`src/rtl/fifo_arb_pkg.sv`:
```
// Shared types and helpers for the round-robin stream arbiter.
// Imported by the priority picker and the arbiter top level.
package fifo_arb_pkg;

    typedef enum logic [0:0] {
        IDLE  = 1'b0,
        GRANT = 1'b1
    } arb_state_e;

    // Index width that never collapses to zero bits, even for degenerate counts.
    function automatic int clog2_min1(input int n);
        return (n <= 2) ? 1 : $clog2(n);
    endfunction

endpackage

```
`src/rtl/rr_priority_picker.sv`:
```
// Combinational round-robin picker: first asserted request strictly after
// last_grant_i, wrapping at NUM_REQ-1 (works for non-power-of-2 counts).
module rr_priority_picker
    import fifo_arb_pkg::*;
#(
    parameter int NUM_REQ = 4,
    parameter int IDX_W   = clog2_min1(NUM_REQ)
) (
    input  logic [NUM_REQ-1:0] req_i,
    input  logic [IDX_W-1:0]   last_grant_i,
    output logic [IDX_W-1:0]   winner_o,
    output logic               any_req_o
);

    logic [IDX_W-1:0] idx;

    // NOTE: every variable written here gets a default first, so no path leaves
    // a value unassigned and no latch is inferred.
    always_comb begin
        winner_o  = '0;
        any_req_o = 1'b0;
        idx       = last_grant_i;
        for (int i = 0; i < NUM_REQ; i++) begin
            idx = (idx == IDX_W'(NUM_REQ - 1)) ? '0 : idx + IDX_W'(1);
            if (!any_req_o && req_i[idx]) begin
                any_req_o = 1'b1;
                winner_o  = idx;
            end
        end
    end

endmodule

```
`src/rtl/fifo_rr_arbiter.sv`:
```
// Round-robin arbiter sharing one valid/ready sink between NUM_REQ producers.
// Grants last up to BURST_LEN handshakes, with one idle cycle between grants.
module fifo_rr_arbiter
    import fifo_arb_pkg::*;
#(
    parameter int NUM_REQ    = 4,
    parameter int DATA_WIDTH = 8,
    parameter int BURST_LEN  = 4
) (
    input  logic                             clk_i,
    input  logic                             arst_ni,
    input  logic [NUM_REQ*DATA_WIDTH-1:0]    req_data_i,
    input  logic [NUM_REQ-1:0]               req_valid_i,
    output logic [NUM_REQ-1:0]               req_ready_o,
    output logic [DATA_WIDTH-1:0]            data_out_o,
    output logic                             data_out_valid_o,
    input  logic                             data_out_ready_i,
    output logic [clog2_min1(NUM_REQ)-1:0]   grant_id_o,
    output logic                             busy_o
);

    localparam int IDX_W = clog2_min1(NUM_REQ);
    localparam int CNT_W = $clog2(BURST_LEN + 1);

    arb_state_e       state_q, state_d;
    logic [IDX_W-1:0] last_grant_q, last_grant_d;
    logic [IDX_W-1:0] grant_id_q, grant_id_d;
    logic [CNT_W-1:0] beat_cnt_q, beat_cnt_d;

    logic [IDX_W-1:0]      winner;
    logic                  any_req;
    logic                  owner_valid;
    logic [DATA_WIDTH-1:0] owner_data;
    logic                  release_grant;

    rr_priority_picker #(
        .NUM_REQ (NUM_REQ),
        .IDX_W   (IDX_W)
    ) u_picker (
        .req_i        (req_valid_i),
        .last_grant_i (last_grant_q),
        .winner_o     (winner),
        .any_req_o    (any_req)
    );

    // Select the current owner's lane; compares avoid out-of-range part-selects.
    always_comb begin
        owner_valid = 1'b0;
        owner_data  = '0;
        for (int k = 0; k < NUM_REQ; k++) begin
            if (grant_id_q == IDX_W'(k)) begin
                owner_valid = req_valid_i[k];
                owner_data  = req_data_i[k*DATA_WIDTH +: DATA_WIDTH];
            end
        end
    end

    always_comb begin
        state_d          = state_q;
        last_grant_d     = last_grant_q;
        grant_id_d       = grant_id_q;
        beat_cnt_d       = beat_cnt_q;
        release_grant    = 1'b0;
        req_ready_o      = '0;
        data_out_o       = '0;
        data_out_valid_o = 1'b0;

        case (state_q)
            IDLE: begin
                if (any_req) begin
                    grant_id_d = winner;
                    beat_cnt_d = '0;
                    state_d    = GRANT;
                end
            end
            GRANT: begin
                data_out_valid_o = owner_valid;
                data_out_o       = owner_data;
                for (int k = 0; k < NUM_REQ; k++) begin
                    req_ready_o[k] = (grant_id_q == IDX_W'(k)) & data_out_ready_i;
                end
                // An owner dropping valid ends its burst early; a stalled sink freezes it.
                if (!owner_valid) begin
                    release_grant = 1'b1;
                end else if (data_out_ready_i) begin
                    if (beat_cnt_q == CNT_W'(BURST_LEN - 1)) begin
                        release_grant = 1'b1;
                    end else begin
                        beat_cnt_d = beat_cnt_q + CNT_W'(1);
                    end
                end
                if (release_grant) begin
                    last_grant_d = grant_id_q;
                    beat_cnt_d   = '0;
                    state_d      = IDLE;
                end
            end
            default: state_d = IDLE;
        endcase
    end

    // NOTE: state registers use non-blocking assignments so every flop samples
    // the pre-edge values regardless of statement order.
    always_ff @(posedge clk_i or negedge arst_ni) begin
        if (!arst_ni) begin
            state_q      <= IDLE;
            last_grant_q <= IDX_W'(NUM_REQ - 1);
            grant_id_q   <= '0;
            beat_cnt_q   <= '0;
        end else begin
            state_q      <= state_d;
            last_grant_q <= last_grant_d;
            grant_id_q   <= grant_id_d;
            beat_cnt_q   <= beat_cnt_d;
        end
    end

    assign busy_o     = (state_q == GRANT);
    assign grant_id_o = grant_id_q;

endmodule

```
`config.mk`:
```
export PLATFORM = sky130hd
export DESIGN_NAME = fifo_rr_arbiter
export DESIGN_NICKNAME = d
export VERILOG_FILES = /design/src/rtl/fifo_arb_pkg.sv /design/src/rtl/rr_priority_picker.sv /design/src/rtl/fifo_rr_arbiter.sv
export SDC_FILE = /design/constraint.sdc
export NUM_CORES = 1
export LEC_CHECK = 0
export CELL_PAD_IN_SITES_DETAIL_PLACEMENT = 1
export CELL_PAD_IN_SITES_GLOBAL_PLACEMENT = 1
export CORE_UTILIZATION = 23
export CTS_CLUSTER_SIZE = 16
export DETAILED_ROUTE_END_ITERATION = 16
export GPL_TIMING_DRIVEN = 0
export PLACE_DENSITY_LB_ADDON = 0.1
export SETUP_SLACK_MARGIN = 0.15
export SLEW_MARGIN = 20
export SYNTH_ARGS = -nofsm -noshare
export SYNTH_HDL_FRONTEND = slang
export SYNTH_HIERARCHICAL = 1
export SYNTH_SLANG_ARGS = --single-unit
```
`constraint.sdc`:
```
create_clock -name clk_i -period 1.5 [get_ports clk_i]
set_input_delay 0.3 -clock clk_i [delete_from_list [all_inputs] [get_ports clk_i]]
set_output_delay 0.3 -clock clk_i [all_outputs]
set_load 0.05 [all_outputs]
```
### After elaboration in Yosys (flattened, before gate mapping)

Index checks and enable logic that the tools add are counted.
Widths: inputs -> output; s select.

* register bits: 8
* input bits: 39
* output and inout port bits: 16
* word-level logic and storage cells: 84

* $add $sub $neg: 5
* magnitude comparators: 4
* equal/unequal tests: 12
* mux-type cells: 44
* bitwise operators: 5
* reduce and logical (&&, ||, !) cells: 10

Operators with widths (count)
* $mux 8: 5
* $mux 1: 19
* $mux 2: 8
* $mux 3: 5
* $eq 2x2->1 const B: 6
* $lt 2x3->1 const B: 4
* $add 2x1->2 const B: 4
* $bmux 1 s2: 4
* $ne 3x2->1 const B: 2
* $pmux 3 s2: 1
* $and 1x1->1: 4
* $mux 4: 1
* $reduce_and 2->1: 2
* $reduce_and 4->1: 1
* $add 3x1->3 const B: 1
* $eq 3x2->1 const B: 1
* $logic_and 1x1->1: 3
* $logic_not 1->1: 3
* $ne 3x1->1 const B: 1
* $eq 2x1->1 const B: 1
* $logic_not 2->1: 1
* $ne 2x2->1 const B: 1
* $pmux 1 s2: 1
* $not 1->1: 1

### Logic depth before layout (Yosys ltp)

* depth after elaboration: 16
* depth in mapped cells: 6
* depth with buffers taken out: 6

### Cells and area by module

Netlist, hierarchy kept.

Modules (own cells, without submodules)
* fifo_rr_arbiter: instances 1, cells each 69, area each 726.9 um2, seq. area each 202.7 um2
* rr_priority_picker: instances 1, cells each 15, area each 107.6 um2, seq. area each 0.0 um2

### Worst setup path before layout

No wires, ideal clock.

* path kind: reg2out
* start: reg grant_id_q[1], in the netlist grant_id_o[1]
* end: out req_ready_o[2]
* arrival time: 2.126 ns
* required time: 1.200 ns
* path slack: -0.926 ns
* stages on the path, launching flop included: 4
* buffers on the path: 1
* cell sequence: dfrtp_1 buf_2 inv_1 nor3_1

* word-level cells in the longest chain between the ends: 3

RTL lines
* start: declaration: RTL line fifo_rr_arbiter.sv:27 `logic [IDX_W-1:0] grant_id_q, grant_id_d;`
* start signal: assignment: RTL line fifo_rr_arbiter.sv:113 `grant_id_q <= grant_id_d;`
* $eq 2x2->1: RTL line fifo_rr_arbiter.sv:80 `req_ready_o[k] = (grant_id_q == IDX_W'(k)) & data_out_ready_i;`
* $and 1x1->1: RTL line fifo_rr_arbiter.sv:80
* $mux 4: RTL line fifo_rr_arbiter.sv:68 `case (state_q)`
* end: declaration: RTL line fifo_rr_arbiter.sv:14 `output logic [NUM_REQ-1:0] req_ready_o,`

Every way passes these cells.

### Worst setup path after layout

* start: reg grant_id_q[0], in the netlist grant_id_o[0]
* end: out data_out_o[6]

* word-level cells in the longest chain between the ends: 6
* elaborated cells between the ends (all ways): 9

RTL lines
* $logic_not 2->1: RTL line fifo_rr_arbiter.sv:51 `if (grant_id_q == IDX_W'(k)) begin`
* $mux 8 (3 in a row): RTL line fifo_rr_arbiter.sv:51
* $mux 8 *: RTL line fifo_rr_arbiter.sv:51
* $mux 8 *: RTL line fifo_rr_arbiter.sv:68
* end: declaration: RTL line fifo_rr_arbiter.sv:15 `output logic [DATA_WIDTH-1:0] data_out_o,`

Every way passes the cells marked *; elsewhere a longest branch is shown, timed or not.

==> results.yml <==
timing:
  timing.clock.skew_ns: 0.00843
  fin_crit_ns: 1.99
  clock.fmax_mhz: 503
  rsz_0062_raised_after_global_routing: "yes"
  finalHoldViolCount: 0
  finalSetupViolCount: 19
  max-slew-margin-rel_pct: 71.6
  hold-worst-slack_ns: 0.332
  final_max_slew_viol_count: 0
  worst-slew-pin-transition_ns: 0.426
  post-route-period-util_pct: 132
  layout_setup_ws_ns: -0.487
clocking:
  cts_root_buffer: "clkbuf_4"
  cts_num_sinks: 8
  worstSkewPairLatency_ns: 0.26
  cts_buffers: 3
  clock_path_buffers: 2
  clkSlewWorstSetupHoldPaths_ns: 0.06
  ctsHtreeMaxLevel: 1
  cts_tree: "yes"
synth:
  async_flop_share_pct: 100
  synthesis.yosys.warnings: 6
  synth-edff-count: 0
  ys_seq_elements: 8
  synth-compound-area-share_pct: 15.3
  synth.top_cell.area_share_pct: 18.9
  synth_top_area_cell: "mux4_2"
  post_synthesis_sequential_area_ratio_pct: 24.3
  synth_cell_type_count: 30
  synthAdderAreaFrac_pct: 4.50
  synth_top_family_by_area: "multiplexers"
  synthCells: 84
  synth.area.mux_share_pct: 29.1
  synth_fp_nets: 126
  ys.flop_type: "dfrtp_1"
  yosys.area_share.xor_xnor_pct: 0
  syn_area_sq_um: 835
  synth.top_cells.by_area: "mux4_2, dfrtp_1, and2_1"
  synthSimpleGateAreaFrac_pct: 20.8
  synthesized_area_per_cell_sq_um: 9.94
detailed_routing:
  drt_first_pass_iters: 4
  first_iter_violations: 25
  routedWlPerCell_microns: 16.3
  postRouteAntennaNets: 0
  dr_total_vias: 980
  route.final.wire_length_mm: 3.35
  route.detailed.vias_per_inst: 4.78
  drc: 0
critical_path:
  crit_type: "flop to primary output"
  worst-endpoint-required_ns: 1.20
  worst_setup_path_end_kind: "primary output"
  timing.critical_path.arrival_ns: 1.69
  critPathMaxFanout: 7
  cp-start-kind: "flop"
finish:
  seqCellArea_sq_um: 206
  area_used_by_multi_input_combinational_logic_sq_um: 736
  flow.area_growth_from_synthesis_pct: 116
  num-fill-cells: 386
  most-common-layout-cells: "clkdlybuf4s50_1, buf_6, buf_4"
  final_design_area_no_fill_sq_mm: 0.00180
  antenna-diode-count: 0
  final_common_cell: "clkdlybuf4s50_1"
  post_route_cells_drive_above_1_share_pct: 55.3
  stdcell_count: 205
  fin_nets: 202
place:
  place_worst_setup_slack_ns: -1.06
  placed_instances: 184
  globalplace.congestion: 0.709
  dp_hpwl_mm: 2.52
  placement.cell_area_sq_mm: 0.00157
  portBuffers: 54
die:
  num_rows: 21
  design.die.area_sq_mm: 0.00387
  design.portCount: 55
  dieHeight_microns: 62.2
  die_x_microns: 62.2
  initial_core_util_pct: 24.4
  coreArea_sq_mm: 0.00342
global_route:
  vias_in_the_first_global_route: 1030
  globalRoute.busiestLayer: "met2"
  antenna_found_initial: 0
  met3_usage_pct: 4.78
  grt_use_met1_pct: 19.7
  globalRoute.totalOverflow: 0
  grt_start_max_net_pins: 11
  first_pass_grt_wire_length_mm: 5.26
  grt.met2_usage_pct: 32.1
  groute.usage.overall_pct: 17.4
power_and_ir_drop:
  vdd_drop_max_mv: 0.829
  fin_total_pwr_mw: 3.96
  power_density_mw_per_mm2: 2200
  leakage_power_total_nw: 0.769
status:
  outcome: "complete, but fails checks"
  violated_checks: "setup timing"
min_path:
  min_path_type: "input pin to async pin"
job:
  max_cap_viol_count: 0
state kept, by name, indices dropped and copies added, names as in the netlist:
name and count:
busy_o 1, beat_cnt_q 3, grant_id_o 2, last_grant_q 2
power by group:
group	switching, mW	total, mW	internal (mW)
logic	1.72	3.35	1.63
registers	0.0942	0.425	0.331
clock network	0.0815	0.184	0.102
synthesized netlist by cell type (2+ instances only):
cell and number:
nor2b_1 2, o21ai_1 2, mux4_1 2, dfrtp_1 6
a21oi_1 5, mux4_2 7, nand2_1 9, dfstp_2 2
and2_1 9, nor2_1 4, nor3_1 4, ha_1 3
mux2_2 2, clkbuf_1 2, o21ai_0 6, inv_1 5
final cells by class:
type                       count  area share (%)
buffer                         5            3.82
clock buffer                   4            1.46
inverter                       5            1.04
multi-input combinational     66            40.8
sequential                     8            11.5
tap                           46            3.19
timing repair buffer          71            38.2
through the flow:
stage / setup TNS (ns) / utilization, %
after detailed placement: -13.65 / 45.8
after global placement: -13.14 / 45.8
after global routing: -7.59 / 52.8
after floorplan: -3.39 / -
final: -6.60 / 52.8
after CTS: -6.39 / 51.5
per-layer routing:
metal	up-vias	wire (microns)
met5	-	0
met4	0	0
met3	0	250
met2	39	1840
met1	485	1260
li1	456	-
final timing paths:
kind,start,to,slack (ns),cells after the start
worst max-delay path,grant_id_o[0]$_DFFE_PN0P_,data_out_o[6],-0.49,5
worst min-delay path,arst_ni,beat_cnt_q[2]$_DFFE_PN0P_,0.33,1
worst max register to register,grant_id_o[0]$_DFFE_PN0P_,busy_o$_DFF_PN0_,-0.20,6
worst min register to register,beat_cnt_q[2]$_DFFE_PN0P_,beat_cnt_q[2]$_DFFE_PN0P_,0.49,2
max in group asynchronous,arst_ni,last_grant_q[0]$_DFFE_PN1P_,0.84,1
min in group clk_i,beat_cnt_q[2]$_DFFE_PN0P_,beat_cnt_q[2]$_DFFE_PN0P_,0.49,2
critical path, stage by stage, from the launching register on:
cell and delay, ns:
dfrtp_2 0.38, buf_8 0.13, buf_12 0.11, mux4_2 0.49, and2_4 0.17, buf_6 0.14
logic make-up (layout without fill, tap and decap cells):
kind of cell,after synthesis,in the layout
multiplexers,12,12
AO/OA/AOI/OAI,18,18
flip-flops,8,8
buffers and inverters,10,85
adder cells (fa/ha/maj),3,3
AND/OR/NAND/NOR,33,33
repair_timing:
| action | 4_1_cts | 5_1_grt |
|---|---|---|
| endpoints found under the setup margin | 24 | 21 |
| setup buffers | 15 | 2 |
| pin swaps | 8 | 2 |
| hold buffers | 0 | 0 |
| resized for setup | 124 | 7 |
No activity file was read; power rests on OpenSTA's default activity.
==> RTL change 1, RTL diff (config.mk and constraints unchanged) <==
Reset style: synchronous (`arst_ni`), changed in one clocked block.
--- a/src/rtl/fifo_rr_arbiter.sv
+++ b/src/rtl/fifo_rr_arbiter.sv
@@ -102,5 +102,5 @@
     // NOTE: state registers use non-blocking assignments so every flop samples
     // the pre-edge values regardless of statement order.
-    always_ff @(posedge clk_i or negedge arst_ni) begin
+    always_ff @(posedge clk_i) begin
         if (!arst_ni) begin
             state_q      <= IDLE;
Formal check against the unedited RTL: differs if arst_ni is asserted again (counterexample within 4 cycles, from zero or initial values and one cycle with arst_ni low); with arst_ni held inactive, the same outputs for 10 cycles.
==> RTL change 1 against the unedited design <==
The flow still finishes with violations (negative setup slack). Die area shrank 0.29%. Setup slack better by 0.026 ns. Area after synthesis fell by 0.30%. Design area up 0.14%. Final cell count decreased by 0.98%. Wire length decreased by 9.7%. Sequential cell count unchanged. Critical path depth unchanged. Critical path type unchanged. Highest routed layer is now met4.
Power is not compared: it rests on default switching activity, and its combinational part moved more than twofold at a synthesized area within 25%.
==> RTL change 1: results (changes against the unedited design) <==
outcome: complete, but fails checks (unchanged)
failing checks: negative setup slack (unchanged)
GR Util met1: 0.2036 (was 0.1975)
Worst Tran Pin Value: 0.5155 ns (was 0.4257 ns)
DRT iter0 DRCs: 9 (was 25)
ys async rst share: 0 (was 1.000)
Hold/Removal Path Class: in -> reg (was in -> async)
Fill cells: 362 (was 386)
RR Endpoint: last_grant_q[1] (was busy_o)
CP max-delay cell: mux4_2 (unchanged)
Pre-antenna DRT Iters: 3 (was 4)
global-route wire length before repair: 4871 µm (was 5257 µm)
syn_nets: 129 (was 126)
gpl congestion: 0.7674 (was 0.7085)
Total GRT Usage: 0.1602 (was 0.1735)
clk_lat worst skew: 0.27 ns
Placement Setup Slack: -1.167 ns (was -1.064 ns)
I/O Buffers: 53 (was 54)
Synth Flop Type: dfxtp_1 (was dfrtp_1)
top post-synthesis cells by area: mux4_2 22%, dfxtp_1 19%, mux2i_1 7.2% (was mux4_2 19%, dfrtp_1 18%, and2_1 6.7%)
clk_skew: 0.002394 ns (was 0.008429 ns)
Worst EP arrival: 1.66 ns (was 1.69 ns)
Avg Vias per Cell: 4.670 (was 4.780)
sequential-to-total area share from yosys stat: 0.1925 (was 0.2429)
Final WS setup: -0.4602 ns (was -0.4867 ns)
max reg flops: 3 (unchanged)
M2 GR Usage: 0.2734 (was 0.3214)
cts bufs inserted: 3 (unchanged)
via count of the first global-routing pass: 982 (was 1,030)
DP HPWL: 2258 µm (was 2516 µm)
clk root buf: clkbuf_4 (unchanged)
share of layout cells above drive strength 1: 0.4586 (was 0.5535)
R2R Setup Slk: -0.16 ns (was -0.20 ns)
largest net degree at the start of global routing: 11 (unchanged)
Worst Setup EP: data_out_o[0] (was data_out_o[6])
Worst Setup SP: grant_id_o[0] (unchanged)
synth unique cells: 31 (was 30)
Area after DPL: 1554 µm² (was 1565 µm²)
met3 Usage GRT: 0.02206 (was 0.04779)
R2R depth: 6 (unchanged)
NumNets Final: 200 (was 202)
wire per inst: 14.89 µm (was 16.33 µm)
VDD IR max: 380.7 µV
initial antenna violation count: 0 (unchanged)
Critical Path Fanout Max: 7 (unchanged)
Final setup viols: 19 (unchanged)
most instantiated cells after synthesis: 9 x and2_1, 8 x dfxtp_1, 8 x mux4_2, 8 x nand2_1, 6 x mux2i_1 (was 9 x and2_1, 9 x nand2_1, 7 x mux4_2)
## RTL change 1: cell types whose count changed after synthesis, sizes merged, moves of 2 or more
cell / unedited run / this run
a21boi: 0 / 2
dfrtp: 6 / 0
dfstp: 2 / 0
dfxtp: 0 / 8
mux2: 2 / 0
mux2i: 1 / 6
nand4b: 0 / 2
nor2b: 2 / 4
o21ai: 9 / 2
## RTL change 1: layer usage
metal	wire (µm)	vias to the layer above
li1	-	461
met1	1341	449
met2	1502	33
met3	137	5
met4	42	0
met5	0	-
## RTL change 1: layout make-up
type,instances,share of cell area
repair buffers,66,0.3805
clock buffers,4,0.01455
well taps,46,0.03188
inverters,5,0.01247
multi-input cells,68,0.4116
flip-flops and latches,8,0.09771
plain buffers,6,0.05128
## RTL change 1: cell families (layout without fill, tap and decap cells)
| logic type | after synthesis | in the layout | share of synthesized area |
|---|---|---|---|
| mux | 15 | 15 | 0.3203 |
| compound gates | 14 | 14 | 0.1504 |
| buf+inv | 11 | 81 | 0.06166 |
| simple gates | 36 | 36 | 0.2301 |
| fa+ha+maj | 3 | 3 | 0.04512 |
| flops | 8 | 8 | 0.1925 |
## RTL change 1: timing repair
item                       in CTS  in global routing
setup endpoints to repair      24                 23
buffers inserted                8                  5
hold endpoints to repair        0                  0
pin swaps                      12                  2
gates resized for setup       120                 10
## RTL change 1: worst max-delay path, delay by kind of cell (launching register included)
family | cells | cell delay (ns)
buffers and inverters | 3 | 0.38
AND/OR/NAND/NOR | 1 | 0.17
multiplexers | 1 | 0.48
flip-flops | 1 | 0.35
## RTL change 1: worst min-delay path by stage
stage / endpoint / from / slack (ns)
after floorplan: beat_cnt_q[2] / beat_cnt_q[2] / 0.44
after global placement: beat_cnt_q[2] / beat_cnt_q[2] / 0.45
after detailed placement: beat_cnt_q[2] / beat_cnt_q[2] / 0.46
after CTS: last_grant_q[1] / arst_ni / 0.35
after global routing: last_grant_q[1] / arst_ni / 0.38
final: last_grant_q[1] / arst_ni / 0.36
## RTL change 1: where the power goes
group | leakage [nW] | switching (W) | internal [W]
logic | 0.628 | 0.000402 | 0.000468
registers | 0.0672 | 0.0000206 | 0.000234
clock network | 0.0150 | 0.0000972 | 0.000103
## RTL change 1: metrics by stage
stage	utilization	instances	TNS, ns	hold slack, ns
floorplan	-	87	-2.200	0.4381
global placement	0.4585	186	-13.92	0.4468
detailed placement	0.4585	186	-14.33	0.4586
CTS	0.5150	198	-4.761	0.3541
global route	0.5327	203	-6.431	0.3778
finish	0.5327	203	-5.564	0.3567
==> RTL change 2, RTL diff (same flow settings) <==
Without the edit above. `NUM_REQ` is set to 4 in 2 places; all go to 2.
--- a/src/rtl/rr_priority_picker.sv
+++ b/src/rtl/rr_priority_picker.sv
@@ -4,5 +4,5 @@
     import fifo_arb_pkg::*;
 #(
-    parameter int NUM_REQ = 4,
+    parameter int NUM_REQ = 2,
     parameter int IDX_W   = clog2_min1(NUM_REQ)
 ) (
--- a/src/rtl/fifo_rr_arbiter.sv
+++ b/src/rtl/fifo_rr_arbiter.sv
@@ -4,5 +4,5 @@
     import fifo_arb_pkg::*;
 #(
-    parameter int NUM_REQ    = 4,
+    parameter int NUM_REQ    = 2,
     parameter int DATA_WIDTH = 8,
     parameter int BURST_LEN  = 4
Interface: changed (resized grant_id_o, req_data_i, req_ready_o and req_valid_i); port bits go from 55 to 34. No check against the original RTL was run, so the function may have changed too.
==> RTL change 2 against the unedited design <==
The flow still finishes with violations (negative setup slack). Design area decreased by 33%. Register-to-register slack improved by 0.32 ns. Area after synthesis decreased by 39%. Non-clock buffer count decreased by 32. Sequential cell count decreased by 2. Setup slack improved by 0.27 ns. Synthesized cell count decreased by 40%. Total power decreased by 36%. Wire length decreased by 46%. Critical path type unchanged. Critical endpoint is now data_out_o[1]. Largest cell class is now multi-input gates.
==> RTL change 2: results (changes against the unedited design) <==
Fill cells: 201 (was 386)
synth unique cells: 24 (was 30)
failing checks: negative setup slack (unchanged)
routed wl met3: 55 µm (was 250 µm)
met3 Usage GRT: 0.03115 (was 0.04779)
multiplexer share of the synthesized area: 0.2451 (was 0.2909)
Pre-antenna DRT Iters: 2 (was 4)
adder-cell share of the synthesized area: 0.04902 (was 0.04498)
Final WS setup: -0.2194 ns (was -0.4867 ns)
via count of the first global-routing pass: 610 (was 1,030)
clk_skew: 0.003918 ns (was 0.008429 ns)
sequential-to-total area share from yosys stat: 0.2966 (was 0.2429)
syn avg cell area: 10.21 µm² (was 9.935 µm²)
DP HPWL: 1102 µm (was 2516 µm)
post-cts resize count: 105 (was 124)
share of layout cells above drive strength 1: 0.6000 (was 0.5535)
syn_nets: 73 (was 126)
Synth Area in Compound Gates: 0.1544 (was 0.1529)
Worst Setup EP: data_out_o[1] (was data_out_o[6])
Slew headroom: 0.6809 (was 0.7162)
met1 WL: 699 µm (was 1260 µm)
most instantiated cells after synthesis: 10 x nor2b_1, 8 x mux2i_1, 5 x dfrtp_1 (was 9 x and2_1, 9 x nand2_1, 7 x mux4_2)
dpl cells: 110 (was 184)
RR Endpoint: beat_cnt_q[0] (was busy_o)
global-route wire length before repair: 2904 µm (was 5257 µm)
non-filler cells, final: 122 (was 205)
DRT iter0 DRCs: 1 (was 25)
Post-CTS Setup Bufs: 4 (was 15)
outcome: complete, but fails checks (unchanged)
I/O Buffers: 33 (was 54)
gpl congestion: 0.6952 (was 0.7085)
total negative slack: -1.727 ns (was -6.595 ns)
Final setup viols: 10 (was 19)
R2R depth: 5 (was 6)
launch point of the worst reg-to-reg path: grant_id_o (was grant_id_o[0])
R2R Setup Slk: 0.12 ns (was -0.20 ns)
max layer used: met4 (was met3)
VDD IR max: 955.9 µV (was 829.0 µV)
Placement Setup Slack: -0.7019 ns (was -1.064 ns)
Total GRT Usage: 0.1650 (was 0.1735)
fin crit share: 1.146 (was 1.324)
M2 GR Usage: 0.3128 (was 0.3214)
wire per inst: 14.74 µm (was 16.33 µm)
==> RTL change 2: cell types whose count changed after synthesis, sizes merged, moves of 2 or more <==
cell / unedited run / this run
nor2: 4 / 1
a22o: 0 / 2
a21oi: 5 / 0
nor2b: 2 / 10
a21boi: 0 / 3
mux2i: 1 / 9
nand2: 10 / 2
nor3: 4 / 1
o21ai: 9 / 0
mux4: 9 / 0
nand3: 2 / 0
inv: 5 / 2
and2: 10 / 0
==> RTL change 2: critical path: stages, from the launching register on <==
cell and delay [ns]:
dfrtp_2 0.40, buf_6 0.15, buf_12 0.15, mux2i_4 0.20
nor2b_4 0.11, buf_6 0.16
==> RTL change 2: cell families after synthesis <==
kind of cell / after synthesis
AOI/OAI and AO/OA: 9
and+or+nand+nor: 17
buffers and inverters: 5
adders and majority gates: 2
muxes: 11
DFF: 6
==> RTL change 2: per-stage QoR <==
stage / power [W] / hold slack [ns]
after floorplan: 0.001476 / 0.004409
after global placement: 0.001893 / 0.4955
after detailed placement: 0.001897 / 0.4981
after CTS: 0.002461 / 0.2875
after global routing: 0.002662 / 0.2927
final: 0.002527 / 0.2862
==> RTL change 2: power breakdown <==
group / switching (W) / internal, W / leakage, nW
logic: 0.00104 / 0.00104 / 0.439
registers: 0.0000597 / 0.000227 / 0.0731
clock network: 0.0000635 / 0.000101 / 0.0150
total: 0.00116 / 0.00137 / 0.527
==> RTL change 2: area by class of cell <==
class                      instances  share of cell area
multi-input combinational         39              0.4312
timing repair buffer              41              0.3485
sequential                         6              0.1272
buffer                             3             0.03723
tap                               27             0.02792
clock buffer                       4             0.02172
inverter                           2            0.006205
